`config.mk`:
```
export PLATFORM = sky130hd
export DESIGN_NAME = mod11_accumulator
export DESIGN_NICKNAME = d
export VERILOG_FILES = /design/src/rtl/mod11_accumulator.sv
export SDC_FILE = /design/constraint.sdc
export NUM_CORES = 1
export LEC_CHECK = 0
export ABC_AREA = 0
export BUFFER_PORTS_ARGS = -buffer_cell sky130_fd_sc_hd__buf_2
export CAP_MARGIN = 5
export CORE_MARGIN = 3
export CORE_UTILIZATION = 50
export DETAILED_ROUTE_END_ITERATION = 10
export PLACE_DENSITY = 0.73
export SYNTH_ARGS = -nofsm -noshare
export SYNTH_HDL_FRONTEND = slang
export SYNTH_SLANG_ARGS = --single-unit
```
`constraint.sdc`:
```
create_clock -name clk -period 2.76 [get_ports clk]
set_clock_uncertainty 0.05 [all_clocks]
set_input_delay 0.138 -clock clk [delete_from_list [all_inputs] [get_ports clk]]
set_output_delay 0.138 -clock clk [all_outputs]
set_load 0.02 [all_outputs]
```
`src/rtl/mod11_accumulator.sv`:
```
// Modular (mod MODULUS) add/subtract/load accumulator behind a one-deep valid/ready result register.
// Define MOD11_WRAP_COUNT_EN to add the saturating 8-bit wrap_cnt output.
module mod11_accumulator #(
  parameter int MODULUS = 11,
  parameter int W       = 4
) (
  input  logic         clk,
  input  logic         rst,
  input  logic         in_valid,
  output logic         in_ready,
  input  logic         in_s,
  input  logic         in_clr,
  input  logic [W-1:0] in_x,
  output logic         out_valid,
  input  logic         out_ready,
  output logic [W-1:0] out_z,
`ifdef MOD11_WRAP_COUNT_EN
  output logic [7:0]   wrap_cnt,
`endif
  output logic         out_err
);

  typedef enum logic {EMPTY, FULL} state_t;

  localparam logic [W:0] MOD_EXT = (W+1)'(MODULUS);

  state_t       state_q, state_d;
  logic [W-1:0] acc_q, acc_d;
  logic         err_q, err_d;
  logic         accept;
  logic         x_err;
  logic [W:0]   sum;
  logic [W:0]   diff;
  logic [W:0]   add_fix;
  logic [W:0]   sub_fix;
  logic         add_wrap;
  logic         sub_borrow;

  // State register
  always_ff @(posedge clk or posedge rst) begin
    if (rst) begin
      state_q <= EMPTY;
    end else begin
      state_q <= state_d;
    end
  end

  // Next state: an accept always fills; a consume without refill empties.
  always_comb begin
    state_d = state_q;
    if (accept) begin
      state_d = FULL;
    end else if (state_q == FULL && out_ready) begin
      state_d = EMPTY;
    end
  end

  // Handshake outputs
  always_comb begin
    out_valid = (state_q == FULL);
    in_ready  = (state_q == EMPTY) || out_ready;
  end

  assign accept = in_valid && in_ready;
  assign x_err  = ({1'b0, in_x} >= MOD_EXT);

  // One conditional correction suffices since both operands lie in 0..MODULUS-1.
  always_comb begin
    sum        = {1'b0, acc_q} + {1'b0, in_x};
    diff       = {1'b0, acc_q} - {1'b0, in_x};
    add_wrap   = (sum >= MOD_EXT);
    sub_borrow = diff[W];
    add_fix    = add_wrap ? (sum - MOD_EXT) : sum;
    sub_fix    = sub_borrow ? (diff + MOD_EXT) : diff;
  end

  always_comb begin
    acc_d = acc_q;
    err_d = err_q;
    if (accept) begin
      err_d = x_err;
      if (!x_err) begin
        if (in_clr) begin
          acc_d = in_x;
        end else if (in_s) begin
          acc_d = sub_fix[W-1:0];
        end else begin
          acc_d = add_fix[W-1:0];
        end
      end
    end
  end

  always_ff @(posedge clk or posedge rst) begin
    if (rst) begin
      acc_q <= '0;
      err_q <= 1'b0;
    end else begin
      acc_q <= acc_d;
      err_q <= err_d;
    end
  end

  assign out_z   = acc_q;
  assign out_err = err_q;

`ifdef MOD11_WRAP_COUNT_EN
  logic [7:0] wrap_q, wrap_d;
  logic       wrap_event;

  // A wrap is any valid add/subtract that needed the modular correction.
  always_comb begin
    wrap_event = accept && !x_err && !in_clr && (in_s ? sub_borrow : add_wrap);
    wrap_d     = wrap_q;
    if (accept && !x_err && in_clr) begin
      wrap_d = '0;
    end else if (wrap_event && wrap_q != 8'hFF) begin
      wrap_d = wrap_q + 8'd1;
    end
  end

  always_ff @(posedge clk or posedge rst) begin
    if (rst) begin
      wrap_q <= '0;
    end else begin
      wrap_q <= wrap_d;
    end
  end

  assign wrap_cnt = wrap_q;
`endif

endmodule

```
==> metrics.txt <==
# TYPE chip_impl_metric gauge
chip_impl_info{name="hold_path_class",value="in2reg"} 1
chip_impl_info{name="grt_setup_unrepaired",value="no"} 1
chip_impl_metric{name="finalNonFillerCells",unit=""} 142
chip_impl_metric{name="power_density",unit="nW/um^2"} 1050
chip_impl_info{name="synth_top_cell_by_area",value="dfrtp_1"} 1
chip_impl_metric{name="die_h",unit="um"} 47.5
chip_impl_metric{name="antennaDiodeCount",unit=""} 0
chip_impl_metric{name="postSynthCellCount",unit=""} 108
chip_impl_metric{name="fp.dieArea",unit="um^2"} 2260
chip_impl_metric{name="cts_hold_buffers",unit=""} 1
chip_impl_info{name="ys_dominant_reg_cell",value="dfrtp_1"} 1
chip_impl_info{name="cts_tree",value="yes"} 1
chip_impl_metric{name="port_buffers",unit=""} 16
chip_impl_metric{name="postSynth.asyncResetShare",unit=""} 1.00
chip_impl_metric{name="grt_first_pass_wirelength",unit="mm"} 3.34
chip_impl_metric{name="dpl.cell_count",unit=""} 138
chip_impl_metric{name="estimated_wirelength_of_the_detail_placed_design",unit="mm"} 1.73
chip_impl_metric{name="setup_slack_of_the_worst_register_to_register_path",unit="ns"} 0.31
chip_impl_metric{name="detailedRoute.firstPassIterationCount",unit=""} 4
chip_impl_metric{name="mean_instance_size_in_the_synthesized_netlist",unit="um^2"} 7.98
chip_impl_metric{name="synth_seq_area_share",unit=""} 0.174
chip_impl_metric{name="finish.net_count",unit=""} 150
chip_impl_info{name="top_signal_layer_used",value="met4"} 1
chip_impl_metric{name="grt_pass1_vias",unit=""} 764
chip_impl_info{name="critPathKind",value="reg2reg"} 1
chip_impl_metric{name="postSynthNetCount",unit=""} 130
chip_impl_metric{name="grt_max_degree",unit=""} 11
chip_impl_metric{name="gr-usage-all-layers",unit=""} 0.212
chip_impl_metric{name="detail_route.drc_violations",unit=""} 0
chip_impl_metric{name="ys_ff_latch",unit=""} 6
chip_impl_metric{name="timing.final.crit_share",unit=""} 0.889
chip_impl_info{name="crit_chain",value="ha_1 -> fa_1 -> nor2b_1 -> nor2_1 -> or4_1 -> a32o_1 -> a21oi_2"} 1
chip_impl_info{name="reg2reg_from",value="out_z[0]"} 1
chip_impl_metric{name="cts.repair_timing.setup_buffer_count",unit=""} 0
chip_impl_metric{name="worst_path_largest_cell_delay",unit="ns"} 0.54
chip_impl_metric{name="postCtsResizedCells",unit=""} 0
chip_impl_metric{name="filler_cell_count",unit=""} 144
chip_impl_metric{name="synth.yosys.warnings",unit=""} 0
chip_impl_metric{name="initial_antenna_violation_count",unit=""} 0
chip_impl_info{name="root_buffer_selected_by_cts",value="clkbuf_4"} 1
chip_impl_info{name="mostFrequentLayoutCells",value="buf_2 (16), inv_1 (10), ha_1 (10), nor2_1 (9), a21oi_1 (7)"} 1
chip_impl_metric{name="design.portCount",unit=""} 17
chip_impl_info{name="hold_end",value="out_valid"} 1
chip_impl_metric{name="drtAntennaViolNets",unit=""} 0
chip_impl_metric{name="period_minus_slack",unit="ns"} 2.45
chip_impl_metric{name="worstHoldPathCells",unit=""} 2
chip_impl_metric{name="dr_total_vias",unit=""} 864
chip_impl_metric{name="worst_slew_margin",unit=""} 0.655
chip_impl_metric{name="fin_setup_tns",unit="ns"} 0
chip_impl_metric{name="report.final.hold_viol_count",unit=""} 0
chip_impl_metric{name="cp_data_required_time",unit="ns"} 2.89
chip_impl_metric{name="crit_path_max_fanout",unit=""} 4
chip_impl_info{name="start_kind",value="flop"} 1
chip_impl_metric{name="netlist.area_leader.share",unit=""} 0.174
chip_impl_metric{name="ratio_of_cells_with_drive_above_1_in_the_final_layout",unit=""} 0.214
chip_impl_metric{name="layout-area-overhead-vs-synth",unit="%"} 14.4
chip_impl_metric{name="synth.distinct_cells",unit=""} 45
chip_impl_metric{name="route.detailed.wl_per_inst",unit="um"} 15.1
chip_impl_metric{name="setup_viol_count_final",unit=""} 0
chip_impl_metric{name="cts.clk_slew.worst_paths",unit="ns"} 0.05
chip_impl_metric{name="first_iter_violations",unit=""} 27
chip_impl_metric{name="worst_slew_pin_slew",unit="ns"} 0.513
chip_impl_metric{name="mappedNetlistArea",unit="um^2"} 862
chip_impl_metric{name="worst_r2r_path_depth",unit=""} 7
chip_impl_metric{name="cts_sinks",unit=""} 6
chip_impl_info{name="worst_hold_startpoint",value="in_valid"} 1
chip_impl_info{name="mostFrequentLayoutCell",value="buf_2"} 1
chip_impl_metric{name="dr_wl_met2",unit="mm"} 1.06
chip_impl_info{name="setup.worst_path.end_class",value="flop"} 1
chip_impl_metric{name="gp_congestion",unit=""} 0.856
chip_impl_metric{name="totalWireLength",unit="mm"} 2.15
chip_impl_metric{name="max_freq",unit="GHz"} 0.408
chip_impl_metric{name="critPathArrivalTime",unit="ns"} 2.59
chip_impl_info{name="synthTopCellsByArea",value="dfrtp_1 (17%), ha_1 (15%), fa_1 (4.6%)"} 1
chip_impl_metric{name="dr_wl_met3",unit="um"} 99
chip_impl_metric{name="synth_edf_count",unit=""} 0
chip_impl_metric{name="max_slew_violation_count",unit=""} 0
chip_impl_metric{name="grt_overflow_total",unit=""} 0
chip_impl_metric{name="effective_utilization_at_floorplan",unit=""} 0.553
chip_impl_metric{name="drv.max_cap_violation_count",unit=""} 0
chip_impl_metric{name="std_cell_rows",unit=""} 14
chip_impl_info{name="r2r-end",value="out_z[3]"} 1
chip_impl_metric{name="ir_worst_vdd",unit="V"} 0.000538
chip_impl_metric{name="cts-htree-levels",unit=""} 1
chip_impl_info{name="result_of_the_run",value="finished clean"} 1
chip_impl_metric{name="cts_made_buffers",unit=""} 3
chip_impl_metric{name="viasPerCell",unit=""} 6.08
chip_impl_metric{name="detail_route.wirelength.met1",unit="um"} 950
chip_impl_metric{name="leakagePower",unit="nW"} 0.485
chip_impl_metric{name="die-width",unit="um"} 47.5
chip_impl_metric{name="fp.coreArea",unit="um^2"} 1560
chip_impl_info{name="slowest_stage",value="fa_1"} 1
chip_impl_metric{name="cts-root-to-sink-buffers",unit=""} 2
chip_impl_metric{name="clock_insertion_delay_worst_skew",unit="ns"} 0.25
==> synth_stat cells, drive strengths merged, types with 2 or more instances <==
master	number
a21oi	8
dfrtp	6
ha	10
inv	10
o31a	2
nand2	6
nor4	4
buf	3
nor2	9
nand2b	3
o31ai	3
nor2b	3
a21o	3
fa	2
nor3	4
o21ai	6
a32o	2
==> how the worst max path moves through the flow <==
stage | slack, ns | from | depth (start not counted) | end
after floorplan | 0.38 | out_z[0] | 7 | out_z[3]
after global placement | 0.36 | out_z[0] | 7 | out_z[2]
after detailed placement | 0.35 | out_z[0] | 7 | out_z[3]
after CTS | 0.31 | out_z[0] | 7 | out_z[3]
after global routing | 0.19 | out_z[0] | 7 | out_z[2]
final | 0.31 | out_z[0] | 7 | out_z[3]
==> cell type report <==
class	count	area, um^2	area share
clock buffer	3	22.5	0.0228
inverter	10	37.5	0.0381
multi-input combinational	88	651	0.660
sequential	6	150	0.152
tap	16	20.0	0.0203
timing repair buffer	19	105	0.107
==> stage by stage <==
stage,total power (W),hold WS (ns),cell area (um^2),util,setup slack [ns]
after floorplan,0.000758,-0.121,862,-,0.379
after global placement,0.000923,0.0249,953,0.612,0.357
after detailed placement,0.000942,0.0299,953,0.612,0.346
after CTS,0.00104,0.0598,986,0.632,0.309
after global routing,0.00114,0.0586,986,0.632,0.187
final,0.00104,0.0595,986,0.632,0.307
==> worst max-delay path: cells and delay by family, from the launching register on <==
kind | cells | cell delay (ns)
compound gates | 2 | 0.34
fa+ha+maj | 2 | 0.75
flops | 1 | 0.40
simple gates | 3 | 0.83
==> where the power goes <==
part / switching (W) / internal (W) / leakage [nW]
sequential: 0.0000376 / 0.000118 / 0.0722
combinational: 0.000453 / 0.000345 / 0.399
clock: 0.0000349 / 0.0000494 / 0.0138
total: 0.000525 / 0.000513 / 0.485
==> logic make-up (layout without fill, tap and decap cells) <==
logic type      Yosys count  after routing  share of synthesized area
compound gates           33             33                      0.271
simple gates             40             40                      0.260
flops                     6              6                      0.174
xor+xnor                  2              2                     0.0203
buf+inv                  14             32                     0.0711
fa+ha+maj                12             12                      0.192
mux                       1              1                     0.0116
==> sequential cells by signal (all words and copies together), names as in the netlist <==
signal / cells
out_err: 1
out_valid: 1
out_z: 4
==> metal layers <==
| layer | vias up | GRT usage |
|---|---|---|
| met3 | 4 | 0.0602 |
| li1 | 438 | - |
| met2 | 22 | 0.334 |
| met1 | 400 | 0.281 |
| met5 | - | 0 |
| met4 | 0 | 0.0552 |
Note: power is estimated with default switching activity, not from simulation.
